## config.mk

```make
export PLATFORM = sky130hd
export DESIGN_NAME = pipeline_lane_balancer
export DESIGN_NICKNAME = d
export VERILOG_FILES = /design/src/rtl/pipeline_lane_balancer.sv
export SDC_FILE = /design/constraint.sdc
export NUM_CORES = 1
export LEC_CHECK = 0
export BUFFER_PORTS_ARGS = -buffer_cell sky130_fd_sc_hd__clkbuf_2
export CORE_AREA = 2 2 253 255
export DETAILED_ROUTE_END_ITERATION = 10
export DIE_AREA = 0 0 255 257
export PLACE_DENSITY_LB_ADDON = 0.2
export SYNTH_ARGS = -nofsm -noshare
export SYNTH_HDL_FRONTEND = slang
export SYNTH_SLANG_ARGS = --single-unit
```

## constraint.sdc

```tcl
create_clock -name clk -period 1.95 [get_ports clk]
set_input_delay 0.195 -clock clk [delete_from_list [all_inputs] [get_ports clk]]
set_output_delay 0.195 -clock clk [all_outputs]
set_load 0.05 [all_outputs]
```

## src/rtl/pipeline_lane_balancer.sv

```systemverilog
`default_nettype none
// ============================================================================
// Module   : pipeline_lane_balancer
// Purpose  : Dispatches triangle entries round-robin across NUM_LANES external
//            math lanes and merges their pixel streams into one stream. A frame
//            barrier guarantees exactly one output pixel per frame carries last
//            (metadata bit 0), and that it is the true final pixel of the frame.
//            Optional per-frame statistics are enabled by defining the macro
//            PIPELINE_LANE_STATS_EN.
// Revision : 1.0 - initial release
// ============================================================================
module pipeline_lane_balancer #(
    parameter int NUM_LANES  = 2,
    parameter int TRI_W      = 256,
    parameter int PIX_W      = 32,
    parameter int PIX_META_W = 8
) (
    input  logic                             clk,
    input  logic                             rst,
    input  logic                             triangle_s_valid,
    output logic                             triangle_s_ready,
    input  logic [TRI_W-1:0]                 triangle_s_data,
    input  logic                             triangle_s_last,
    output logic [NUM_LANES-1:0]             lane_tri_m_valid,
    input  logic [NUM_LANES-1:0]             lane_tri_m_ready,
    output logic [TRI_W-1:0]                 lane_tri_m_data,
    output logic                             lane_tri_m_last,
    input  logic [NUM_LANES-1:0]             lane_pix_s_valid,
    output logic [NUM_LANES-1:0]             lane_pix_s_ready,
    input  logic [NUM_LANES*PIX_W-1:0]       lane_pix_s_data,
    input  logic [NUM_LANES*PIX_META_W-1:0]  lane_pix_s_metadata,
    input  logic [NUM_LANES-1:0]             lane_idle,
    output logic                             pixel_m_valid,
    input  logic                             pixel_m_ready,
    output logic [PIX_W-1:0]                 pixel_m_data,
    output logic [PIX_META_W-1:0]            pixel_m_metadata,
    output logic                             frame_busy
`ifdef PIPELINE_LANE_STATS_EN
    ,
    output logic [31:0]                      stat_pixels,
    output logic [31:0]                      stat_triangles,
    output logic [NUM_LANES*32-1:0]          stat_lane_busy,
    output logic                             stat_valid
`endif
);

    localparam int         c_IDX_W    = (NUM_LANES > 1) ? $clog2(NUM_LANES) : 1;
    localparam logic [0:0] c_ST_RUN   = 1'b0;
    localparam logic [0:0] c_ST_DRAIN = 1'b1;

    // First requester at or after start, wrapping modulo NUM_LANES.
    function automatic logic [c_IDX_W-1:0] f_rr_pick(
        input logic [NUM_LANES-1:0] req,
        input logic [c_IDX_W-1:0]   start
    );
        logic [2*NUM_LANES-1:0] rot;
        logic [2*NUM_LANES-1:0] sh;
        int                     off;
        int                     idx;
        rot = {req, req} >> start;
        off = 0;
        for (int k = NUM_LANES - 1; k >= 0; k--) begin
            sh = rot >> k;
            if (sh[0]) begin
                off = k;
            end
        end
        idx = int'(start) + off;
        if (idx >= NUM_LANES) begin
            idx = idx - NUM_LANES;
        end
        return c_IDX_W'(idx);
    endfunction

    // Lane index successor with wrap at NUM_LANES-1.
    function automatic logic [c_IDX_W-1:0] f_next(input logic [c_IDX_W-1:0] idx);
        if (int'(idx) >= NUM_LANES - 1) begin
            return '0;
        end
        return idx + c_IDX_W'(1);
    endfunction

    logic [0:0]            r_state;
    logic [c_IDX_W-1:0]    r_rr_tri;
    logic [c_IDX_W-1:0]    r_rr_pix;
    logic                  r_hold_valid;
    logic [PIX_W-1:0]      r_hold_data;
    logic [PIX_META_W-1:0] r_hold_meta;
    logic                  r_lane_seen_last;

    logic [0:0]            w_state_nxt;
    logic [c_IDX_W-1:0]    w_rr_tri_nxt;
    logic [c_IDX_W-1:0]    w_rr_pix_nxt;
    logic                  w_hold_valid_nxt;
    logic [PIX_W-1:0]      w_hold_data_nxt;
    logic [PIX_META_W-1:0] w_hold_meta_nxt;
    logic                  w_lane_seen_last_nxt;

    logic [c_IDX_W-1:0]    w_tri_grant;
    logic [c_IDX_W-1:0]    w_pix_grant;
    logic                  w_run;
    logic                  w_tri_fire;
    logic                  w_any_pix;
    logic                  w_take;
    logic                  w_out_fire;
    logic                  w_frame_done;
    logic [PIX_W-1:0]      w_sel_data;
    logic [PIX_META_W-1:0] w_sel_meta;

    // Zero-latency triangle dispatch: broadcast data, one-hot valid to the granted lane.
    always_comb begin
        w_tri_grant      = f_rr_pick(lane_tri_m_ready, r_rr_tri);
        w_run            = (r_state == c_ST_RUN) && !rst;
        triangle_s_ready = w_run && (|lane_tri_m_ready);
        lane_tri_m_valid = (NUM_LANES'(1) << w_tri_grant)
                         & {NUM_LANES{triangle_s_valid && w_run}};
        lane_tri_m_data  = triangle_s_data;
        lane_tri_m_last  = triangle_s_last;
        w_tri_fire       = triangle_s_valid && triangle_s_ready;
    end

    // Pixel merge: a held pixel leaves only once its successor or the frame end is known,
    // so the frame-last flag can be applied to the genuinely final pixel.
    always_comb begin
        w_any_pix        = |lane_pix_s_valid;
        w_pix_grant      = f_rr_pick(lane_pix_s_valid, r_rr_pix);
        w_sel_data       = PIX_W'(lane_pix_s_data >> (int'(w_pix_grant) * PIX_W));
        w_sel_meta       = PIX_META_W'(lane_pix_s_metadata >> (int'(w_pix_grant) * PIX_META_W));
        w_frame_done     = (r_state == c_ST_DRAIN) && r_lane_seen_last
                         && (&lane_idle) && !w_any_pix;
        pixel_m_valid    = !rst && r_hold_valid && (w_any_pix || w_frame_done);
        w_out_fire       = pixel_m_valid && pixel_m_ready;
        w_take           = !rst && (!r_hold_valid || w_out_fire) && w_any_pix;
        lane_pix_s_ready = (NUM_LANES'(1) << w_pix_grant) & {NUM_LANES{w_take}};
        pixel_m_data     = r_hold_data;
        // Held metadata always has bit 0 cleared, so OR-ing inserts the frame-last flag.
        pixel_m_metadata = r_hold_meta | PIX_META_W'(w_frame_done);
        frame_busy       = (r_state == c_ST_DRAIN);
    end

    // Next-state for frame FSM, round-robin pointers and hold register.
    always_comb begin
        w_state_nxt          = r_state;
        w_rr_tri_nxt         = r_rr_tri;
        w_rr_pix_nxt         = r_rr_pix;
        w_hold_valid_nxt     = r_hold_valid;
        w_hold_data_nxt      = r_hold_data;
        w_hold_meta_nxt      = r_hold_meta;
        w_lane_seen_last_nxt = r_lane_seen_last;

        if (w_tri_fire) begin
            w_rr_tri_nxt = f_next(w_tri_grant);
            if (triangle_s_last) begin
                w_state_nxt = c_ST_DRAIN;
            end
        end

        if (w_take) begin
            w_hold_valid_nxt   = 1'b1;
            w_hold_data_nxt    = w_sel_data;
            w_hold_meta_nxt    = w_sel_meta;
            w_hold_meta_nxt[0] = 1'b0;
            w_rr_pix_nxt       = f_next(w_pix_grant);
            if (w_sel_meta[0]) begin
                w_lane_seen_last_nxt = 1'b1;
            end
        end else if (w_out_fire) begin
            w_hold_valid_nxt = 1'b0;
        end

        if (w_out_fire && w_frame_done) begin
            w_state_nxt          = c_ST_RUN;
            w_lane_seen_last_nxt = 1'b0;
            w_hold_valid_nxt     = 1'b0;
        end
    end

    // State registers with synchronous reset.
    always_ff @(posedge clk) begin
        if (rst) begin
            r_state          <= c_ST_RUN;
            r_rr_tri         <= '0;
            r_rr_pix         <= '0;
            r_hold_valid     <= 1'b0;
            r_hold_data      <= '0;
            r_hold_meta      <= '0;
            r_lane_seen_last <= 1'b0;
        end else begin
            r_state          <= w_state_nxt;
            r_rr_tri         <= w_rr_tri_nxt;
            r_rr_pix         <= w_rr_pix_nxt;
            r_hold_valid     <= w_hold_valid_nxt;
            r_hold_data      <= w_hold_data_nxt;
            r_hold_meta      <= w_hold_meta_nxt;
            r_lane_seen_last <= w_lane_seen_last_nxt;
        end
    end

`ifdef PIPELINE_LANE_STATS_EN
    logic        w_frame_end;
    logic [31:0] w_cnt_pix_nxt;
    logic [31:0] w_cnt_tri_nxt;
    logic [31:0] r_cnt_pix;
    logic [31:0] r_cnt_tri;

    // Per-frame counter increments; the snapshot includes the frame-last pixel itself.
    always_comb begin
        w_frame_end   = w_out_fire && w_frame_done;
        w_cnt_pix_nxt = r_cnt_pix + {31'd0, w_out_fire};
        w_cnt_tri_nxt = r_cnt_tri + {31'd0, w_tri_fire};
    end

    // Pixel/triangle counters, snapshot on frame end and one-cycle stat_valid pulse.
    always_ff @(posedge clk) begin
        if (rst) begin
            r_cnt_pix      <= '0;
            r_cnt_tri      <= '0;
            stat_pixels    <= '0;
            stat_triangles <= '0;
            stat_valid     <= 1'b0;
        end else begin
            stat_valid <= w_frame_end;
            if (w_frame_end) begin
                stat_pixels    <= w_cnt_pix_nxt;
                stat_triangles <= w_cnt_tri_nxt;
                r_cnt_pix      <= '0;
                r_cnt_tri      <= '0;
            end else begin
                r_cnt_pix <= w_cnt_pix_nxt;
                r_cnt_tri <= w_cnt_tri_nxt;
            end
        end
    end

    generate
        for (genvar gi = 0; gi < NUM_LANES; gi++) begin : g_lane_busy
            logic [31:0] r_cnt_busy;
            logic [31:0] r_stat_busy;
            logic [31:0] w_busy_nxt;

            assign w_busy_nxt = r_cnt_busy + {31'd0, !lane_idle[gi]};

            // Busy-cycle counter for this lane, snapshot on frame end.
            always_ff @(posedge clk) begin
                if (rst) begin
                    r_cnt_busy  <= '0;
                    r_stat_busy <= '0;
                end else if (w_frame_end) begin
                    r_stat_busy <= w_busy_nxt;
                    r_cnt_busy  <= '0;
                end else begin
                    r_cnt_busy <= w_busy_nxt;
                end
            end

            assign stat_lane_busy[gi*32 +: 32] = r_stat_busy;
        end
    endgenerate
`endif

endmodule
`default_nettype wire

```

==> results.json, run 1 <==
{
  "final_common_cell": "clkbuf_2",
  "crit_arrival_ns": 1.67,
  "synthAdderAreaFrac": 0.00243,
  "gp_congestion": 0.601,
  "netlist_top_cells_area": "buf_4 47%, dfxtp_1 21%, a211oi_1 5.7%",
  "grtUsageMet2": 0.0805,
  "seq_power_share": 0.333,
  "grt_max_degree": 22,
  "crit_required_ns": 1.75,
  "cts-root-buf": "clkbuf_16",
  "cts-hold-fix-buffers": 0,
  "r2r_end": "pixel_m_data[9]",
  "ys_seq_area_frac": 0.214,
  "cts_made_buffers": 5,
  "min_path_type": "input port to flip-flop",
  "muxShareOfSynthArea": 0.00243,
  "grt_antenna_before_repair": 1,
  "die-area_um2": 65500,
  "ir_drop_mv": 0.283,
  "hold_viol_final": 0,
  "synthCells": 516,
  "r2r_cells": 6,
  "cts_tree": "built",
  "switching_share": 0.387,
  "overflow": 0,
  "wl_um": 17700,
  "area_growth_pct": 2.01,
  "final_cell_mix": "133 x clkbuf_2, 44 x dfxtp_1, 43 x nor2_1",
  "yosysTopAreaCell": "buf_4",
  "grtUsageMet1": 0.0457,
  "slew_headroom": 0.764,
  "final_util": 0.0669,
  "cellPowerDensity_nw_per_um2": 727,
  "fin_worst_skew_ns": 0.00913,
  "fin_crit_ns": 1.87,
  "end_kind": "output pin",
  "setup_violations": 0,
  "grt_pass1_vias": 3056,
  "ys_ff_latch": 44,
  "route.detailed.drc": 0,
  "grt.met3_usage": 0.0330,
  "diodes": 0,
  "holdCritStartpoint": "lane_pix_s_metadata[13]",
  "drv_cap": 0,
  "syn_area_um2": 4120,
  "final-seq-area_um2": 881,
  "antenna_left": 0,
  "synth_fp_nets": 863,
  "dr_total_vias": 2833,
  "p_switching_mw": 1.18,
  "r2r-start": "r_hold_valid",
  "multi_input_area_um2": 1160,
  "h-tree-depth": 2,
  "synth-xor-area-share": 0,
  "dieHeight_um": 257,
  "status": "completed",
  "dp_hpwl_um": 14200,
  "nNetsFinal": 744,
  "avgSynthCellArea_um2": 7.98,
  "rsz0062_at_grt": "no",
  "grt_pass1_wl_um": 23100,
  "startpoint_type": "flip-flop",
  "clkPwrFrac": 0.366,
  "io_buffers": 138,
  "combPwrFrac": 0.301,
  "worst_pin_slew_ns": 0.356,
  "holdPathEnd": "r_hold_meta[5]",
  "path_class": "flip-flop to output pin",
  "intPower_mw": 1.87,
  "max_clock_freq_mhz": 536,
  "drt_pass1_iterations": 4,
  "grt-busiest-layer": "met2",
  "synth_top_area_frac": 0.471,
  "drt_iter0_markers": 109,
  "drt-vias-per-instance": 2.28,
  "synth_compound_area_frac": 0.169,
  "die_w_um": 255,
  "io_pins": 651,
  "whs_path_depth": 3,
  "ys_warn_count": 0,
  "wl_per_cell_um": 14.2,
  "rows": 92,
  "insertion_delay_ns": 0.33,
  "p_leak_nw": 1.49,
  "track_usage": 0.0519,
  "synth_cell_types": 33,
  "clk_pin_slew_worst_paths_ns": 0.08,
  "initial_core_util": 0.0656,
  "drive_gt1_frac": 0.505,
  "rrSetupSlack_ns": 0.25,
  "maxSlewViolCount": 0,
  "cts_buffer_depth": 2,
  "synth_top_family_by_area": "buffers and inverters",
  "coreArea_um2": 62700,
  "place_ws_ns": 0.278,
  "fin_crit_sh": 0.958,
  "setup_ws_ns": 0.0828,
  "nFillCells": 7420,
  "clock_sinks": 44,
  "crit_fanout": 4,
  "synthSimpleGateAreaFrac": 0.102
}
synthesized netlist by cell type:
master,instances
a211oi_1,31
a211oi_2,9
a21o_2,1
a21oi_1,22
a21oi_2,21
a21oi_4,1
a311oi_1,1
a31o_2,1
and3b_1,1
buf_1,1
buf_2,5
buf_4,258
buf_6,8
clkbuf_1,8
dfxtp_1,44
inv_1,4
maj3_1,1
mux2i_1,1
nand2_1,39
nand2b_1,1
nand2b_2,1
nand4_1,1
nor2_1,43
nor2_2,1
nor2_4,1
nor2b_1,2
nor2b_4,1
nor3_1,3
nor3_2,1
nor3b_1,1
o211ai_1,1
o21ai_0,1
or3_1,1
cell type report:
type                            count  share of cell area
Clock buffer                        6              0.0307
Multi-Input combinational cell    188               0.276
Timing Repair Buffer              154               0.220
Clock inverter                      2             0.00834
Tap cell                          846               0.252
Sequential cell                    44               0.210
Inverter                            4             0.00358
metrics by stage:
step	hold slack [ns]	cells	setup TNS, ns	cell area (um2)	power (mW)
2_1_floorplan	0.311	516	0	4120	3.03
3_3_place_gp	0.390	1235	0	4010	1.99
3_5_place_dp	0.390	1235	0	4010	1.98
4_1_cts	0.0464	1243	-0.00790	4190	3.24
5_1_grt	0.0720	1244	0	4200	3.28
6_report	0.0881	1244	0	4200	3.05
logic make-up (layout without fill, tap and decap cells):
family                   count (synthesis)  in the layout
buffers and inverters                  284            166
AND/OR/NAND/NOR                         97             97
AO/OA/AOI/OAI                           89             89
flip-flops                              44             44
adder cells (fa/ha/maj)                  1              1
multiplexers                             1              1
power groups by stage:
stage / combinational [mW] / sequential, mW / clock, mW
finish: 0.918 / 1.02 / 1.12
global route: 0.998 / 1.03 / 1.26
CTS: 0.947 / 1.02 / 1.27
detailed placement: 0.940 / 1.04 / 0
global placement: 0.944 / 1.04 / 0
floorplan: 1.76 / 1.27 / 0
worst max-delay path, cell delays in order (launching register included):
cell and delay (ns):
dfxtp_1 0.34, nor2b_1 0.17, or3_4 0.47, nor2_4 0.13
clkbuf_4 0.23
worst max path at each step:
stage / start / end / slack [ns]
4_1_cts: r_hold_valid / lane_pix_s_ready[0] / -0.008
6_report: r_hold_valid / lane_pix_s_ready[1] / 0.08
5_1_grt: r_hold_valid / lane_pix_s_ready[1] / 0.007
3_5_place_dp: lane_tri_m_ready[0] / lane_tri_m_valid[0] / 0.28
3_3_place_gp: lane_tri_m_ready[0] / lane_tri_m_valid[0] / 0.24
2_1_floorplan: r_hold_valid / lane_pix_s_ready[0] / 0.01
flip-flops by register name, summed over array words and instances, names as in the netlist:
name              flops
r_rr_tri              1
r_rr_pix              1
r_lane_seen_last      1
frame_busy            1
r_hold_meta           7
r_hold_valid          1
pixel_m_data         32
metal layers:
| metal | share of wire | vias to the layer above |
|---|---|---|
| met5 | 0.00068 | - |
| met4 | 0.080 | 2 |
| met3 | 0.15 | 121 |
| met2 | 0.45 | 319 |
| met1 | 0.31 | 1214 |
| li1 | - | 1177 |
repair_timing:
action,in CTS,in global routing
pin swaps,0,1
setup buffers,0,1
setup endpoints to repair,3,2
gates resized for setup,4,1
Power figures use the tool's default switching activity.
==> inputs of run 2 (changes only) <==
REMOVE_ABC_BUFFERS = 1   (was not set)
==> run 2 against run 1 <==
Against the previous run: via count rose by 26%; worst hold slack worse by 0.029 ns; worst setup slack worse by 0.018 ns; critical path type unchanged.
==> results.json, run 2 (synthesis gave the netlist of run 1 again) <==
{
  "status": "completed",
  "drt_iter0_markers": 262,
  "p_leak_nw": 1.45,
  "area_growth_pct": 0.425,
  "fin_crit_sh": 0.967,
  "min_path_type": "input port to flip-flop",
  "grt_pass1_wl_um": 101000,
  "grt_pass1_vias": 3250,
  "fin_area_um2": 4130,
  "crit_fanout": 7,
  "drive_gt1_frac": 0.506,
  "place_area_um2": 3960,
  "drv_cap": 0,
  "max_clock_freq_mhz": 530,
  "path_class": "flip-flop to output pin",
  "drt_pass1_iterations": 4,
  "track_usage": 0.280,
  "fin_crit_ns": 1.89,
  "worst_pin_slew_ns": 0.614,
  "grt_max_degree": 35,
  "p_switching_mw": 1.27,
  "coreArea_um2": 62700,
  "final_util": 0.0659,
  "combPwrFrac": 0.316,
  "drt-vias-per-instance": 2.87,
  "place_ws_ns": 0.0952,
  "ir_drop_mv": 0.326,
  "io_buffers": 138,
  "nFillCells": 7415,
  "met1_length_um": 8980,
  "r2r_cells": 5,
  "seq_power_share": 0.341,
  "antenna_left": 0,
  "crit_end": "lane_pix_s_ready[1]",
  "slew_headroom": 0.591,
  "insertion_delay_ns": 0.35,
  "fin_worst_skew_ns": 0.0214,
  "grt_antenna_before_repair": 1,
  "crit_arrival_ns": 1.69,
  "dieHeight_um": 257,
  "final_cell_mix": "132 x clkbuf_2, 44 x dfxtp_1, 42 x nor2_1",
  "startpoint_type": "flip-flop",
  "cts_buffer_depth": 2,
  "setup_ws_ns": 0.0646,
  "end_kind": "output pin",
  "power_mw": 2.99,
  "wl_um": 93600,
  "intPower_mw": 1.72,
  "hold_viol_final": 0,
  "crit_start": "r_hold_valid",
  "io_pins": 651,
  "route.detailed.drc": 0,
  "cts-hold-fix-buffers": 0,
  "dp.cells": 1233,
  "wl_met3_um": 30600,
  "dp_hpwl_um": 89900,
  "die-area_um2": 65500,
  "largest_reg_flops": 32,
  "clkPwrFrac": 0.344,
  "clk_pin_slew_worst_paths_ns": 0.10,
  "cts_tree": "built",
  "rrSetupSlack_ns": 0.18,
  "r2r-start": "r_hold_valid",
  "dr_total_vias": 3565,
  "crit_required_ns": 1.75,
  "wl_per_cell_um": 75.4,
  "cts_made_buffers": 5,
  "cts-root-buf": "clkbuf_16",
  "switching_share": 0.424,
  "maxSlewViolCount": 0,
  "initial_core_util": 0.0656,
  "r2r_end": "r_hold_meta[3]",
  "setup_violations": 0,
  "cellPowerDensity_nw_per_um2": 723,
  "clock_sinks": 44,
  "h-tree-depth": 2,
  "gp_congestion": 1.36,
  "highest_layer": "met5",
  "rows": 92,
  "final_common_cell": "clkbuf_2",
  "rsz0062_at_grt": "no",
  "instances_no_fill": 1242,
  "dr_wl_met2_um": 48300,
  "nNetsFinal": 742,
  "die_w_um": 255,
  "overflow": 0
}
==> run 2: how the worst min path moves through the flow <==
stage                     cells after the start  slack (ns)                    to               startpoint
after global routing                          3        0.06       pixel_m_data[3]      lane_pix_s_data[35]
after CTS                                     3        0.04        r_hold_meta[7]  lane_pix_s_metadata[15]
final                                         3        0.06        r_hold_meta[7]  lane_pix_s_metadata[15]
after detailed placement                      0        0.40  lane_tri_m_data[195]     triangle_s_data[195]
after floorplan                               1        0.26      pixel_m_data[10]                      rst
after global placement                        0        0.40  lane_tri_m_data[195]     triangle_s_data[195]
==> run 2: what timing repair did <==
| action | CTS | global route |
|---|---|---|
| setup buffers | 0 | 1 |
| resized for setup | 4 | 5 |
| endpoints found under the setup margin | 2 | 4 |
| pin swaps | 0 | 2 |
==> run 2: per-stage QoR <==
step                      hold WS, ns  setup TNS (ns)
after global routing           0.0611               0
after floorplan                 0.260           -6.44
after CTS                      0.0408               0
final                          0.0592               0
after global placement          0.395               0
after detailed placement        0.395               0
==> run 2: final cells by class <==
class,count,area [um2],area share
flip-flops and latches,44,881,0.213
well taps,846,1060,0.256
clock buffers,5,125,0.0303
clock inverters,2,12.5,0.00303
inverters,4,15.0,0.00363
multi-input cells,188,1160,0.280
repair buffers,152,881,0.213
diodes,1,2.50,0.000605
==> run 2: per-layer routing <==
| layer | GRT usage | up-vias |
|---|---|---|
| met4 | 0.118 | 16 |
| met1 | 0.0719 | 1429 |
| met2 | 0.515 | 851 |
| li1 | - | 1177 |
| met3 | 0.435 | 92 |
| met5 | 0.0850 | - |
==> run 2: critical path: stages, from the launching register on <==
cell     delay [ns]
dfxtp_1        0.34
nor2b_1        0.17
or3_4          0.50
nor2_4         0.18
buf_12         0.15
==> run 2: power by group through the flow <==
stage,sequential (mW),clock (mW),combinational (mW)
floorplan,1.27,0,0.285
global placement,1.04,0,0.954
detailed placement,1.04,0,0.948
CTS,1.02,1.11,0.955
global route,1.03,1.12,1.02
finish,1.02,1.03,0.943
